**src/rtl/y86_pkg.sv**
```systemverilog
// y86_pkg: shared Y86-64 instruction codes, status codes and register ids
package y86_pkg;
    localparam logic [3:0] IHALT   = 4'h0;
    localparam logic [3:0] INOP    = 4'h1;
    localparam logic [3:0] IRRMOVQ = 4'h2;
    localparam logic [3:0] IIRMOVQ = 4'h3;
    localparam logic [3:0] IRMMOVQ = 4'h4;
    localparam logic [3:0] IMRMOVQ = 4'h5;
    localparam logic [3:0] IOPQ    = 4'h6;
    localparam logic [3:0] IJXX    = 4'h7;
    localparam logic [3:0] ICALL   = 4'h8;
    localparam logic [3:0] IRET    = 4'h9;
    localparam logic [3:0] IPUSHQ  = 4'hA;
    localparam logic [3:0] IPOPQ   = 4'hB;
    localparam logic [2:0] SAOK = 3'd1;
    localparam logic [2:0] SHLT = 3'd2;
    localparam logic [2:0] SADR = 3'd3;
    localparam logic [2:0] SINS = 3'd4;
    localparam logic [3:0] RNONE = 4'hF;
    localparam logic [3:0] RRSP  = 4'h4;
endpackage

```
**src/rtl/wb_dst_decode.sv**
```systemverilog
// wb_dst_decode: maps a retiring instruction to its E and M write destinations
module wb_dst_decode
    import y86_pkg::*;
#(
    parameter int ID_W   = 4,
    parameter int RSP_ID = 4
) (
    input  logic [3:0]      icode,
    input  logic [ID_W-1:0] rA,
    input  logic [ID_W-1:0] rB,
    input  logic            cnd,
    output logic [ID_W-1:0] dstE,
    output logic [ID_W-1:0] dstM
);
    always_comb begin
        dstE = (icode == IRRMOVQ) ? (cnd ? rB : '1) :
               (icode == IIRMOVQ || icode == IOPQ) ? rB :
               (icode == ICALL || icode == IRET || icode == IPUSHQ || icode == IPOPQ) ? ID_W'(RSP_ID) : '1;
        dstM = (icode == IMRMOVQ || icode == IPOPQ) ? rA : '1;
    end
endmodule

```
**src/rtl/wb_regfile.sv**
```systemverilog
// wb_regfile: write-back stage with register file, forwarding read ports,
// sticky status and retired-instruction counter
module wb_regfile
    import y86_pkg::*;
#(
    parameter int DATA_W = 64,
    parameter int NREGS  = 15,
    parameter int ID_W   = 4,
    parameter int RSP_ID = 4,
    parameter int CNT_W  = 32
) (
    input  logic              clk,
    input  logic              rst_n,
    input  logic              w_valid,
    input  logic [3:0]        w_icode,
    input  logic [ID_W-1:0]   w_rA,
    input  logic [ID_W-1:0]   w_rB,
    input  logic              w_cnd,
    input  logic [2:0]        w_stat,
    input  logic [DATA_W-1:0] w_valE,
    input  logic [DATA_W-1:0] w_valM,
    input  logic [ID_W-1:0]   rd_addr0,
    input  logic [ID_W-1:0]   rd_addr1,
    output logic [DATA_W-1:0] rd_data0,
    output logic [DATA_W-1:0] rd_data1,
    output logic [2:0]        stat,
    output logic              halted,
    output logic [CNT_W-1:0]  retired
);
    localparam logic [ID_W-1:0] NREGS_ID = ID_W'(NREGS);

    logic [DATA_W-1:0] regs [NREGS];
    logic [ID_W-1:0]   dstE, dstM;
    logic              commit, weE, weM;

    wb_dst_decode #(.ID_W(ID_W), .RSP_ID(RSP_ID)) dstDecode (
        .icode(w_icode),
        .rA   (w_rA),
        .rB   (w_rB),
        .cnd  (w_cnd),
        .dstE (dstE),
        .dstM (dstM)
    );

    assign halted = stat != SAOK;
    assign commit = w_valid && !halted && w_stat == SAOK;
    // RNONE is all-ones and never below NREGS, so one range check covers both
    assign weE = commit && dstE < NREGS_ID;
    assign weM = commit && dstM < NREGS_ID;

    always_ff @(posedge clk or negedge rst_n) begin
        if (!rst_n) begin
            for (int i = 0; i < NREGS; i++) regs[i] <= '0;
        end else begin
            if (weE) regs[dstE] <= w_valE;
            if (weM) regs[dstM] <= w_valM;
        end
    end

    always_ff @(posedge clk or negedge rst_n) begin
        if (!rst_n) begin
            stat    <= SAOK;
            retired <= '0;
        end else if (w_valid && !halted && w_stat != SAOK) begin
            stat <= w_stat;
        end else if (commit) begin
            retired <= retired + 1'b1;
        end
    end

    // M port takes priority over E, matching the write ordering above
    function automatic logic [DATA_W-1:0] readPort(input logic [ID_W-1:0] addr);
        return (addr >= NREGS_ID) ? '0 :
               (commit && addr == dstM) ? w_valM :
               (commit && addr == dstE) ? w_valE : regs[addr];
    endfunction

    assign rd_data0 = readPort(rd_addr0);
    assign rd_data1 = readPort(rd_addr1);
endmodule
```
**config.mk**
```make
export PLATFORM = sky130hd
export DESIGN_NAME = wb_regfile
export DESIGN_NICKNAME = d
export VERILOG_FILES = /design/src/rtl/y86_pkg.sv /design/src/rtl/wb_dst_decode.sv /design/src/rtl/wb_regfile.sv
export SDC_FILE = /design/constraint.sdc
export NUM_CORES = 2
export LEC_CHECK = 0
export ABC_AREA = 0
export BUFFER_PORTS_ARGS = -buffer_cell sky130_fd_sc_hd__buf_2
export CORE_AREA = 3 3 340 342
export DETAILED_ROUTE_END_ITERATION = 10
export DIE_AREA = 0 0 343 345
export GPL_ROUTABILITY_DRIVEN = 0
export PLACE_DENSITY = 0.78
export SLEW_MARGIN = 10
export SYNTH_ARGS = -nofsm -noshare
export SYNTH_HDL_FRONTEND = slang
export SYNTH_SLANG_ARGS = --single-unit
```
**constraint.sdc**
```tcl
create_clock -name clk -period 2.2 [get_ports clk]
set_input_delay 0.11 -clock clk [delete_from_list [all_inputs] [get_ports clk]]
set_output_delay 0.11 -clock clk [all_outputs]
set_load 0.01 [all_outputs]
```
# Word level (Yosys, flattened, before mapping)
# Cells that the tools add are included.
# Widths: inputs -> output; s select.
# word_totals
regBits	995
elab_cells	91
# op_classes
add_sub_neg	1
order_cmp	10
eq_ne	15
muxes	25
bitwise_logic	5
n_reduce_logical	18
# op_table
cell	n
$bwmux 960	2
$mux 960	2
$mux 64	12
$bmux 64 s4	2
$demux 64 s4	2
$add 32x1->32 const B	1
$ge 5x5->1 const B	4
$mux 4	5
$not 4->5	4
$eq 4x4->1	4
$eq 4x4->1 const B	4
$logic_and 1x1->1	11
$lt 5x1->1 const B	2
$eq 4x2->1 const B	2
$eq 4x3->1 const B	2
$ge 4x4->1 const B	2
$lt 4x4->1 const B	2
$ne 3x1->1 const B	2
$logic_or 1x1->1	5
$eq 3x1->1 const B	1
$reduce_and 2->1	1
$logic_not 1->1	1
$not 1->1	1

# Depth between registers and ports, before layout
# depth
ltp_word	16
ltp_mapped	11

# Cells and area by module
# A second synthesis with hierarchy kept.
# unflattened
cells_unflattened	7176
hier_area_um2	64035.2
# by_module_without_submodules
module	instances	cells_each	area_per_inst_um2	seq_area_each_um2
wb_regfile	1	7155	63897.5	24900.1
wb_dst_decode	1	21	137.6	0.0

# Least setup slack after synthesis
# No wires, ideal clock.
# synth_path
kind	register to register
startpoint	register stat[0]
endpoint	register regs[762] in the netlist's numbering
setup_ns	0.137
arrival_time_ns	2.260
path_slack_ns	-0.197
stages_incl_launch_ff	10
cell_sequence	dfstp_2 -> and4bb_2 -> and2_1 -> clkbuf_1 -> nand4_1 -> or3_1 -> clkbuf_1 -> clkbuf_1 -> nor2_1 -> a21oi_1
# synth_between
elab_chain_cells	8
elab_cells_between_ends	9
cone_classes	eq/ne (1); mux (3); reduce/logical (5)
# synth_lines
element	line	rtl
start, declared	wb_regfile.sv:26	output logic [2:0] stat,
start signal, assigned	wb_regfile.sv:65	stat <= w_stat;
$ne 3x1->1 (*)	wb_regfile.sv:45	assign halted = stat != SAOK;
$logic_not 1->1 (*)	wb_regfile.sv:46	assign commit = w_valid && !halted && w_stat == SAOK;
$logic_and 1x1->1 (*) (2 in a row)	wb_regfile.sv:46	
$logic_and 1x1->1	wb_regfile.sv:48	assign weE = commit && dstE < NREGS_ID;
$mux 960	wb_regfile.sv:55	if (weE) regs[dstE] <= w_valE;
$bwmux 960	wb_regfile.sv:56	if (weM) regs[dstM] <= w_valM;
$mux 960 (*)	wb_regfile.sv:56	
end signal, assigned by index	wb_regfile.sv:55	
end signal, assigned by index	wb_regfile.sv:56	
end, declared	wb_regfile.sv:32	logic [DATA_W-1:0] regs [NREGS];
# Every way passes the cells marked *; elsewhere a longest branch is shown, timed or not.
# A chain may end at the register's enable or synchronous reset.

# Worst setup path after layout
# layout_path
startpoint	register stat[0]
endpoint	output port rd_data0[5]
# layout_between
elab_chain_cells	8
elab_cells_between_ends	9
cone_classes	eq/ne (1); mux (3); reduce/logical (5)
# layout_lines
element	line	rtl
$ne 3x1->1 (*)	wb_regfile.sv:45	
$logic_not 1->1 (*)	wb_regfile.sv:46	
$logic_and 1x1->1 (*) (2 in a row)	wb_regfile.sv:46	
$logic_and 1x1->1	wb_regfile.sv:75	(commit && addr == dstE) ? w_valE : regs[addr];
$mux 64	wb_regfile.sv:75	
$mux 64 (*)	wb_regfile.sv:74	(commit && addr == dstM) ? w_valM :
$mux 64 (*)	wb_regfile.sv:73	return (addr >= NREGS_ID) ? '0 :
end, declared	wb_regfile.sv:24	output logic [DATA_W-1:0] rd_data0,
# Marked as above.

==> summary.md <==
| Metric | Value |
|---|---|
| Largest net degree at the start of global routing | 95 |
| Number of clock sinks | 995 |
| Maximum VDD drop | 0.6686 mV |
| Leak | 36.24 nW |
| DP Worst Slack | -0.5411 ns |
| Count leader, synth | mux2i_1 |
| FMAX | 0.2959 GHz |
| Slowest cell delay on critical path | 0.54 ns |
| Syn_area_per_cell | 10.02 um2 |
| Fraction of layout cells with a size suffix above 1 | 0.2762 |
| CP cell instances | and4bb_4 > buf_6 > and2_4 > buf_4 > o2111a_2 > buf_12 > buf_12 > a21oi_1 > a21oi_1 > buf_2 |
| # rows | 123 |
| Design Power | 40.95 mW |
| Routed WL | 261,300 um |
| CORE AREA | 0.1127 mm2 |
| RSZ-0062 raised after global routing | true |
| Residual DRC count | 0 |
| Routed Antenna Nets | 0 |
| Leading area contributor after synthesis | dfrtp_1 |
| Pins over their slew limit | 0 |
| DP HPWL | 154,200 um |
| Setup TNS | -383.90 ns |
| First-pass GRT wire length | 367,800 um |
| Hold Crit Class | input pin to async pin |
| Height of the die | 345 um |
| H-tree depth | 3 |
| Yosys reg bits | 995 |
| Worst EP arrival | 3.27 ns |
| Status | complete, but fails checks |
| Final Hold Fails | 0 |
| Post-Syn Area | 0.06435 mm2 |
| Pwr dens | 514.1 mW/mm2 |
| Die ar. | 0.1183 mm2 |
| Die extent in x | 343 um |
| Crit Path Category | flop to output port |
| Final setup vio count | 1,108 |
| Initial Util | 0.5712 |
| Root Buffer | clkbuf_16 |
| CTS Buf Count | 108 |
| Synth Flop Type | dfrtp_1 |
| Worst-path clk slew | 0.06 ns |
| Clock Skew | 0.03515 ns |
| Tot GR Track Use | 0.4107 |
| Worst Path Max Fanout | 11 |
| CTS tree | done |
| Tmin final | 3.380 ns |
| Total I/O pin count | 319 |
| Total grt overflow | 0 |
| Netlist cell types | 61 |
| Net Count, Synth | 6,577 |
| Critical Path RT | 2.09 ns |
| Startpoint Class | flop |
| Async S/R FF share, synth | 1.000 |
| Net count, final | 6,868 |
| IO Port Bufs | 318 |
| Slew @ Worst Pin | 1.243 ns |
| Via Count | 60,425 |
| Final Cycle Share | 1.536 |
| Area Overhead vs Synth | 23.78% |
| Antenna violations before repair | 21 |
| Clk buf depth | 3 |
| TritonRoute pass-1 iters | 11 |
| Vias in the first global route | 59,527 |
| Clock latency on the worst-skew pair | 0.73 ns |
| Vias per cell | 7.268 |
| Starting DRC count in detailed routing | 9,517 |
| Slowest cell on crit path | dfstp_2 |
| Post-synth EDFFs | 0 |
| Post-DR wirelength/cell | 31.43 um |
| Cells after synthesis | 6,421 |
| Synth top area cells | dfrtp_1 39%, mux2i_1 17%, mux4_2 17% |
| Final worst-path setup slack | -1.180 ns |
| Violated checks | setup timing |
| # fillers | 7,412 |
| Worst slew margin | 0.1640 |
| Critical path capture point type | output port |
| Commonest cells in the netlist | 1,090 x mux2i_1, 994 x dfrtp_1, 704 x a21oi_1 |
| Seq/Total Area, Yosys | 0.3869 |
| Max-cap violations | 0 |
| Synth top area share | 0.3865 |
| Synth warn | 0 |
==> logic make-up after synthesis <==
kind of cell | synth area share
multiplexers | 0.3375
AO/OA/AOI/OAI | 0.1232
AND/OR/NAND/NOR | 0.09024
flip-flops | 0.3869
buffers and inverters | 0.05635
XOR/XNOR | 0.005580
adder cells (fa/ha/maj) | 0.0001944
==> what timing repair did <==
item	4_1_cts	5_1_grt
pin swaps	50	106
gates resized for setup	215	303
endpoints found under the hold margin	1683	0
endpoints found under the setup margin	1105	1116
hold buffers	133	0
buffers inserted	22	16
cloned	12	26
==> power by group <==
group | internal, mW | switching (mW) | total, mW
sequential | 18.3 | 0 | 18.3
clock | 10.6 | 8.05 | 18.7
combinational | 1.29 | 2.69 | 3.97
total | 30.2 | 10.7 | 40.9
==> per-layer routing <==
layer / share of wire / global-route usage
met1: 0.32 / 0.5123
met2: 0.43 / 0.5955
met3: 0.16 / 0.1533
met4: 0.083 / 0.2746
met5: 0.00046 / 0.009804
==> per-stage QoR <==
stage	utilization	area, um2	cells	hold WS, ns
3_5_place_dp	0.6357	71610	7899	0.02924
3_3_place_gp	0.6357	71610	7899	0.03233
6_report	0.7071	79650	8314	0.07112
5_1_grt	0.7068	79620	8302	0.09303
2_1_floorplan	-	65260	6421	-0.1856
4_1_cts	0.6894	77660	8260	0.06795
==> cells in the final DEF (no fill, tap or decap), types with 60 or more instances in the layout <==
master            n
mux2i_1        1077
dfrtp_1         994
a21oi_1         665
nand2_1         603
nor2_1          576
mux4_2          480
o21ai_0         425
buf_2           272
buf_4           255
o21ai_1         238
buf_12          237
dlygate4sd3_1   132
clkbuf_16       128
buf_6            68
nand2_4          60
==> layout make-up <==
type                            instances  area [um2]  share of cell area
Antenna cell                           18       45.04           0.0005655
Clock buffer                          153        3113             0.03908
Clock inverter                         41       430.4            0.005404
Inverter                                5       23.77           0.0002985
Multi-Input combinational cell       4598       38190              0.4795
Sequential cell                       995       24900              0.3126
Tap cell                             1500        1877             0.02356
Timing Repair Buffer                 1004       11070              0.1390
==> registers in the layout, indices dropped and copies added, names as in the netlist <==
register / cells
retired: 32
stat: 3
regs: 960
==> worst max-delay path: cells and delay by family (launching register included) <==
kind	cells	cell delay [ns]
simple gates	2	0.51
flops	1	0.54
buf+inv	5	0.90
compound gates	3	0.60
==> final timing paths <==
check / start / to / slack [ns] / cells after the start
setup / recovery: stat[0]$_DFFE_PN1P_ / rd_data0[5] / -1.18 / 10
hold / removal: rst_n / regs[505]$_DFF_PN0_ / 0.07 / 3
setup reg to reg: stat[0]$_DFFE_PN1P_ / regs[73]$_DFF_PN0_ / -0.48 / 8
hold reg to reg: retired[30]$_DFFE_PN0P_ / retired[30]$_DFFE_PN0P_ / 0.48 / 1
max in group asynchronous: rst_n / regs[225]$_DFF_PN0_ / 1.34 / 4
min in group clk: w_rA[0] / regs[470]$_DFF_PN0_ / 0.17 / 5
Power figures use the tool's default switching activity.
